===== config.mk =====
export PLATFORM = sky130hd
export DESIGN_NAME = fifo_uart_tx
export DESIGN_NICKNAME = d
export VERILOG_FILES = /design/src/rtl/uart_pkg.sv /design/src/rtl/uart_bit_timer.sv /design/src/rtl/fifo_uart_tx.sv
export SDC_FILE = /design/constraint.sdc
export NUM_CORES = 1
export LEC_CHECK = 0
export ABC_AREA = 1
export CAP_MARGIN = 5
export CORE_UTILIZATION = 30
export CTS_BUF_LIST = sky130_fd_sc_hd__clkbuf_4 sky130_fd_sc_hd__clkbuf_8 sky130_fd_sc_hd__clkbuf_16
export CTS_CLUSTER_SIZE = 16
export DETAILED_ROUTE_END_ITERATION = 10
export PLACE_DENSITY = 0.49
export SLEW_MARGIN = 20
export SYNTH_ARGS = -nofsm -noshare
export SYNTH_HDL_FRONTEND = slang
export SYNTH_HIERARCHICAL = 1
export SYNTH_SLANG_ARGS = --single-unit
export TNS_END_PERCENT = 1

===== constraint.sdc =====
create_clock -name clock -period 2.6 [get_ports clock]
set_input_delay 0.78 -clock clock [delete_from_list [all_inputs] [get_ports clock]]
set_output_delay 0.78 -clock clock [all_outputs]
set_load 0.02 [all_outputs]

===== src/rtl/uart_pkg.sv =====
// Shared types and constants for the FIFO-draining UART transmitter.
package uart_pkg;

    typedef enum logic [2:0] {
        IDLE,
        FETCH,
        LATCH,
        START,
        DATA,
        STOP
    } state_t;

    localparam int   DATA_BITS  = 8;
    localparam logic IDLE_LEVEL = 1'b1;

endpackage


===== src/rtl/uart_bit_timer.sv =====
// Per-bit cycle counter: counts 0..CLKS_PER_BIT-1 and flags the last cycle.
module uart_bit_timer #(
    parameter int CLKS_PER_BIT = 434
) (
    input  logic i_clk,
    input  logic i_rst,
    input  logic i_clear,
    output logic o_bit_end
);

    localparam int W = $clog2(CLKS_PER_BIT);
    localparam logic [W-1:0] LAST = W'(CLKS_PER_BIT - 1);

    logic [W-1:0] r_count;

    always_ff @(posedge i_clk or posedge i_rst) begin
        if (i_rst) begin
            r_count <= '0;
        end else if (i_clear || (r_count == LAST)) begin
            r_count <= '0;
        end else begin
            r_count <= r_count + 1'b1;
        end
    end

    assign o_bit_end = (r_count == LAST);

endmodule


===== src/rtl/fifo_uart_tx.sv =====
// Drains a byte FIFO and serialises each byte as an 8N1/8N2 UART frame.
module fifo_uart_tx
    import uart_pkg::*;
#(
    parameter int CLKS_PER_BIT = 434,
    parameter int STOP_BITS    = 1
) (
    input  logic       clock,
    input  logic       reset,
    input  logic       enable,
    input  logic [5:0] n_elements,
    input  logic [7:0] fifo_dout,
    output logic       fifo_read,
    output logic       tx,
    output logic       busy,
    output logic       frame_done
);

    localparam logic [2:0] LAST_BIT = 3'(DATA_BITS - 1);

    state_t     r_state;
    state_t     w_state_next;
    logic [7:0] r_shift;
    logic [2:0] r_bit_idx;
    logic [2:0] w_bit_idx_next;
    logic       r_stop_idx;
    logic       w_stop_idx_next;
    logic       r_tx;
    logic       w_tx_next;
    logic       w_frame_done;
    logic       w_bit_end;
    logic       w_clear;
    logic       w_can_start;
    logic       w_stop_last;

    // Timer restarts on every state entry so each bit gets a full period.
    assign w_clear = (w_state_next != r_state) || (r_state == IDLE);

    uart_bit_timer #(
        .CLKS_PER_BIT(CLKS_PER_BIT)
    ) u_timer (
        .i_clk    (clock),
        .i_rst    (reset),
        .i_clear  (w_clear),
        .o_bit_end(w_bit_end)
    );

    assign w_can_start = enable && (n_elements != 6'd0);
    assign w_stop_last = (STOP_BITS == 1) ? 1'b1 : r_stop_idx;

    always_comb begin
        w_state_next    = r_state;
        w_bit_idx_next  = r_bit_idx;
        w_stop_idx_next = r_stop_idx;
        w_frame_done    = 1'b0;
        unique case (r_state)
            IDLE: begin
                if (w_can_start) begin
                    w_state_next = FETCH;
                end
            end
            FETCH: begin
                w_state_next = LATCH;
            end
            LATCH: begin
                w_state_next = START;
            end
            START: begin
                if (w_bit_end) begin
                    w_state_next = DATA;
                end
            end
            DATA: begin
                if (w_bit_end) begin
                    w_bit_idx_next = r_bit_idx + 1'b1;
                    if (r_bit_idx == LAST_BIT) begin
                        w_state_next    = STOP;
                        w_stop_idx_next = 1'b0;
                    end
                end
            end
            STOP: begin
                if (w_bit_end) begin
                    if (w_stop_last) begin
                        w_frame_done    = 1'b1;
                        w_stop_idx_next = 1'b0;
                        w_state_next    = w_can_start ? FETCH : IDLE;
                    end else begin
                        w_stop_idx_next = 1'b1;
                    end
                end
            end
            default: begin
                w_state_next = IDLE;
            end
        endcase
    end

    // Line level is chosen from the upcoming state so tx is a pure register.
    always_comb begin
        w_tx_next = IDLE_LEVEL;
        if (w_state_next == START) begin
            w_tx_next = 1'b0;
        end else if (w_state_next == DATA) begin
            w_tx_next = r_shift[w_bit_idx_next];
        end
    end

    always_ff @(posedge clock or posedge reset) begin
        if (reset) begin
            r_state    <= IDLE;
            r_shift    <= '0;
            r_bit_idx  <= '0;
            r_stop_idx <= 1'b0;
            r_tx       <= IDLE_LEVEL;
        end else begin
            r_state    <= w_state_next;
            r_bit_idx  <= w_bit_idx_next;
            r_stop_idx <= w_stop_idx_next;
            r_tx       <= w_tx_next;
            if (r_state == LATCH) begin
                r_shift <= fifo_dout;
            end
        end
    end

    assign fifo_read  = (r_state == FETCH);
    assign busy       = (r_state != IDLE);
    assign frame_done = w_frame_done;
    assign tx         = r_tx;

endmodule

==> results by stage <==
Clock tree:
- The number of clock sinks is 24.
- The buffer levels on the longest clock path is 2.
- The later pin in the worst-skew pair is clocked with a latency of 0.27 ns.
- The TritonCTS clock tree is done.
- In this run the post-CTS setup repair buffer count came out at 0.
- TritonCTS created 3 clock buffers.
- The clock transition at the registers of the reported paths is 0.09 ns.
- In this run the number of H-tree levels came out at 1.
- The buffer type at the clock tree root is sky130_fd_sc_hd__clkbuf_8.

Logic synthesis:
- The main combinational cell family by area after synthesis is simple AND/OR/NAND/NOR gates.
- After synthesis the netlist holds a flip-flop and latch count of 24.
- The fraction of synthesized cell area in xor and xnor cells is 1.867%.
- The fraction of the mapped netlist area in adder cells is 3.556%.
- The sequential element share of the synthesized area is 42.76%.
- The synthesized netlist devotes 8.000% of its cell area to compound gates.
- The synthesized instance count is 191.
- The post-synthesis mux area share is 0%.
- In the post-synthesis netlist, the biggest area contributors are sky130_fd_sc_hd__dfrtp_1 (41%), sky130_fd_sc_hd__nand2_1 (11%), sky130_fd_sc_hd__nor2_1 (8.5%).
- The mapped netlist covers 1408 µm².
- The synthesized netlist contains 28 unique library cells.
- Of all cell types, the one taking the most synthesized area is sky130_fd_sc_hd__dfrtp_1.
- The post-synthesis average cell area is 7.370 µm².
- The post-synthesis net count is 212.
- Yosys printed 6 warnings.
- After Yosys synthesis, and, or, nand and nor cells account for 34.31% of the synthesized area.
- The synthesized design devotes to its leading area cell type 40.89% of total area.

Floorplanning:
- After floorplanning, the core was sized to cover 4444 µm².
- The initial standard-cell utilization of the core is 31.67%.
- Measured along the y axis, the die boundary spans 70.50 µm.
- The die covers 4970 µm².
- 21 I/O pins were placed.
- The die is 70.50 µm wide.
- After floorplanning, the core was divided into 24 placement rows.

Placed design:
- In this run the cell area measured after placement is 1698 µm².
- The final estimated routing congestion in global placement is 0.7831.
- The number of buffers added on ports is 20.
- The number of placed instances, taps included, is 266.
- The wire-length estimate of the detail-placed layout is 2.179 mm.

Power:
- The internal power is 0.6114 mW.
- The net switching fraction of the power is 19.23%.
- The power consumption is 0.7569 mW.
- Summed over all cells, the static leakage comes to 0.9310 nW.
- For this design the total switching power over the nets is 0.1455 mW.
- The power per cell area is 427.2 nW/µm².
- The highest ir drop seen on vdd is 0.2344 mV.
- The part of the total power dissipated in sequential elements is 50.3%.
- The proportion of power drawn by the clock network is 43.9%.
- Of the total power, combinational logic draws 5.8%.

Flow run:
- Across the run, the number of max-cap violations was 0.

Routing:
- The number of nets with antenna violations after routing is 0.
- The detailed-router iteration count before antenna repair is 7.
- Detailed routing inserted a total of 1176 vias.
- The routed wire length on met2 is 1.125 mm.
- After detailed routing, the wire length on met1 is 1.543 mm.
- The top routing layer in use is met4.
- After detailed routing, the number of vias per cell comes to 4.356.
- Wire segments on met3 add up to 112 µm in the final route.
- The detailed-route DRC error count is 6.
- The routed wire length is 2.834 mm.
- The DRC marker count from the first detailed-route iteration is 65.
- The routed wire length per instance is 10.50 µm.

Timing:
- In this run the tightest slew margin relative to its limit is 58.97%.
- The final critical path time including I/O delays and setup is 2.443 ns.
- The worst-margin pin slew is 0.6148 ns.
- For this run, the top clock speed supported by timing is 0.4093 GHz.
- Setup violations remaining at the end of the flow were counted as 0.
- The post-route clock skew is 0.004257 ns.
- The share of the clock period used by the worst path is 93.98%.
- The final-report max-slew violation count came to 0.
- The count of final hold-check violations is 0.
- Setup repair after global routing left no endpoint under its margin.
- Setup total negative slack on the finished layout was measured at 0 ns.

Setup path:
- Walking the worst path, the cells encountered are inv_1 > ha_1 > nand2_1 > nor2_1 > nand2_1 > inv_1 > inv_1 > nor2_1 > clkdlybuf4s15_1.
- The family with the most delay on the worst path is buffers and inverters.
- The critical path's largest stage delay is 0.40 ns.
- The critical path contains buffers and inverters numbering 4 combined.
- The maximum fanout encountered on the critical timing path is 3.
- The slowest stage of the critical path belongs to the cell sky130_fd_sc_hd__dfrtp_1.
- Counting stages on the worst path, the most repeated cell is sky130_fd_sc_hd__inv_1.
- STA classifies the critical path endpoint as an output pin.
- The element type at the critical path start is a register.
- The critical path required time is 1.82 ns.
- The kind of critical path is register to output pin.
- STA puts the critical path data arrival time at 1.66 ns.

Cells and area:
- The library cells used most frequently in the layout, excluding fill and tap cells, are sky130_fd_sc_hd__nand2_1 (43), sky130_fd_sc_hd__nor2_1 (32), sky130_fd_sc_hd__inv_1 (28).
- The most frequent standard cell in the layout excluding fill and tap cells is sky130_fd_sc_hd__nand2_1.
- For this run, the number of standard cells in the final layout without fillers is 270.
- Compared with the post-synthesis result, the final layout area differs by 25.87%.
- The final-stage net count is 240.
- The post-route netlist has 14.22% of its cells at a drive strength greater than 1.
- The finished cells cover 1772 µm².
- In the final layout, the multi-input gates occupy 671.9 µm².
- The sequential cells in the finished layout cover a total of 601.8 µm².
- 0 antenna diodes ended up in the layout.
- The filler cell count is 480.

GRT:
- The initial antenna violation count came to 0.
- The first global-routing pass estimated 5.195 mm of wire.
- The total global routing track utilization is 13.11%.
- Entering global routing, the biggest net connects 18 pins.
- The number of global-route vias before repair is 1178.
- The leftover overflow at the end of global routing is 0.

Status:
- The final reports fail on DRC.
- The run finished, with violations left.

Min path:
- The worst hold-check path type is register to register.
[flip-flops by register name, indices dropped and copies added, names as in the netlist]
signal and count:
r_bit_idx 3, r_shift 8, r_state 3, tx 1, u_timer/r_count 9
[path summary, 6_finish.rpt]
check,slack [ns],depth (start not counted),end,from
worst min register to register,0.52,2,r_shift[5]$_DFFE_PP0P_,r_shift[5]$_DFFE_PP0P_
min in group asynchronous,0.80,2,u_timer/r_count[6]$_DFF_PP0_,reset
worst max-delay path,0.16,9,frame_done,u_timer/r_count[1]$_DFF_PP0_
worst max register to register,0.48,17,u_timer/r_count[4]$_DFF_PP0_,u_timer/r_count[1]$_DFF_PP0_
max in group asynchronous,1.30,2,r_state[2]$_DFF_PP0_,reset
worst min-delay path,0.52,2,r_shift[5]$_DFFE_PP0P_,r_shift[5]$_DFFE_PP0P_
[tightest hold or removal path: cells and delay by family, from the launching register on]
family          cells  cell delay [ns]
buf+inv             1             0.05
compound gates      1             0.11
flops               1             0.33
[cell usage after synthesis]
cell type / count
sky130_fd_sc_hd__inv_2: 5
sky130_fd_sc_hd__o21ai_1: 1
sky130_fd_sc_hd__nand2_4: 2
sky130_fd_sc_hd__nor2_2: 2
sky130_fd_sc_hd__xor2_1: 1
sky130_fd_sc_hd__inv_1: 28
sky130_fd_sc_hd__buf_2: 1
sky130_fd_sc_hd__a21oi_1: 9
sky130_fd_sc_hd__nand2_1: 43
sky130_fd_sc_hd__nor2_1: 32
sky130_fd_sc_hd__o211ai_1: 1
sky130_fd_sc_hd__o21a_1: 1
sky130_fd_sc_hd__o21ai_0: 1
sky130_fd_sc_hd__ha_1: 4
sky130_fd_sc_hd__dfstp_2: 1
sky130_fd_sc_hd__nand2_2: 6
sky130_fd_sc_hd__nand3_1: 17
sky130_fd_sc_hd__nand3_2: 1
sky130_fd_sc_hd__or2_1: 1
sky130_fd_sc_hd__a21oi_2: 1
sky130_fd_sc_hd__nor2_4: 2
sky130_fd_sc_hd__o21ai_2: 2
sky130_fd_sc_hd__o31ai_1: 1
sky130_fd_sc_hd__xnor2_1: 2
sky130_fd_sc_hd__nor3_1: 1
sky130_fd_sc_hd__dfrtp_1: 23
sky130_fd_sc_hd__o221ai_1: 1
sky130_fd_sc_hd__clkinv_2: 1
[power groups by stage]
| stage | clock network (mW) | logic, mW | registers (mW) |
|---|---|---|---|
| after floorplan | 0 | 0.0164 | 0.388 |
| after global placement | 0 | 0.0448 | 0.388 |
| after detailed placement | 0 | 0.0453 | 0.388 |
| after CTS | 0.340 | 0.0456 | 0.381 |
| after global routing | 0.352 | 0.0509 | 0.381 |
| final | 0.332 | 0.0442 | 0.381 |
[final cells by class]
| cell class | count | share of cell area [%] |
|---|---|---|
| clock buffers | 3 | 2.331 |
| clock inverters | 1 | 1.695 |
| inverters | 34 | 7.274 |
| multi-input cells | 132 | 37.92 |
| flip-flops and latches | 24 | 33.97 |
| well taps | 52 | 3.672 |
| repair buffers | 24 | 13.14 |
[logic make-up after synthesis]
logic type | after synthesis
and+or+nand+nor | 107
adders and majority gates | 4
buffers and inverters | 35
DFF | 24
AOI/OAI and AO/OA | 18
xor gates and xnor gates | 3
[layer usage]
layer | track usage (%) | vias up
met2 | 19.20 | 23
li1 | - | 640
met5 | 0 | -
met1 | 19.42 | 509
met4 | 4.989 | 0
met3 | 2.020 | 4
[metrics by stage]
stage | utilization (%) | setup slack (ns) | hold slack (ns)
3_3_place_gp | 38.20 | 0.1447 | 0.4959
2_1_floorplan | - | 0.5447 | 0.4808
5_1_grt | 39.86 | 0.01381 | 0.5426
6_report | 39.86 | 0.1566 | 0.5213
4_1_cts | 39.78 | 0.09969 | 0.5261
3_5_place_dp | 38.20 | 0.1327 | 0.5051
[repair_timing]
item                                    4_1_cts  5_1_grt
gates resized for setup                       1        2
hold buffers                                  0        0
endpoints found under the setup margin        1        2
hold endpoints to repair                      0        0
(Power assumes the default switching activity.)
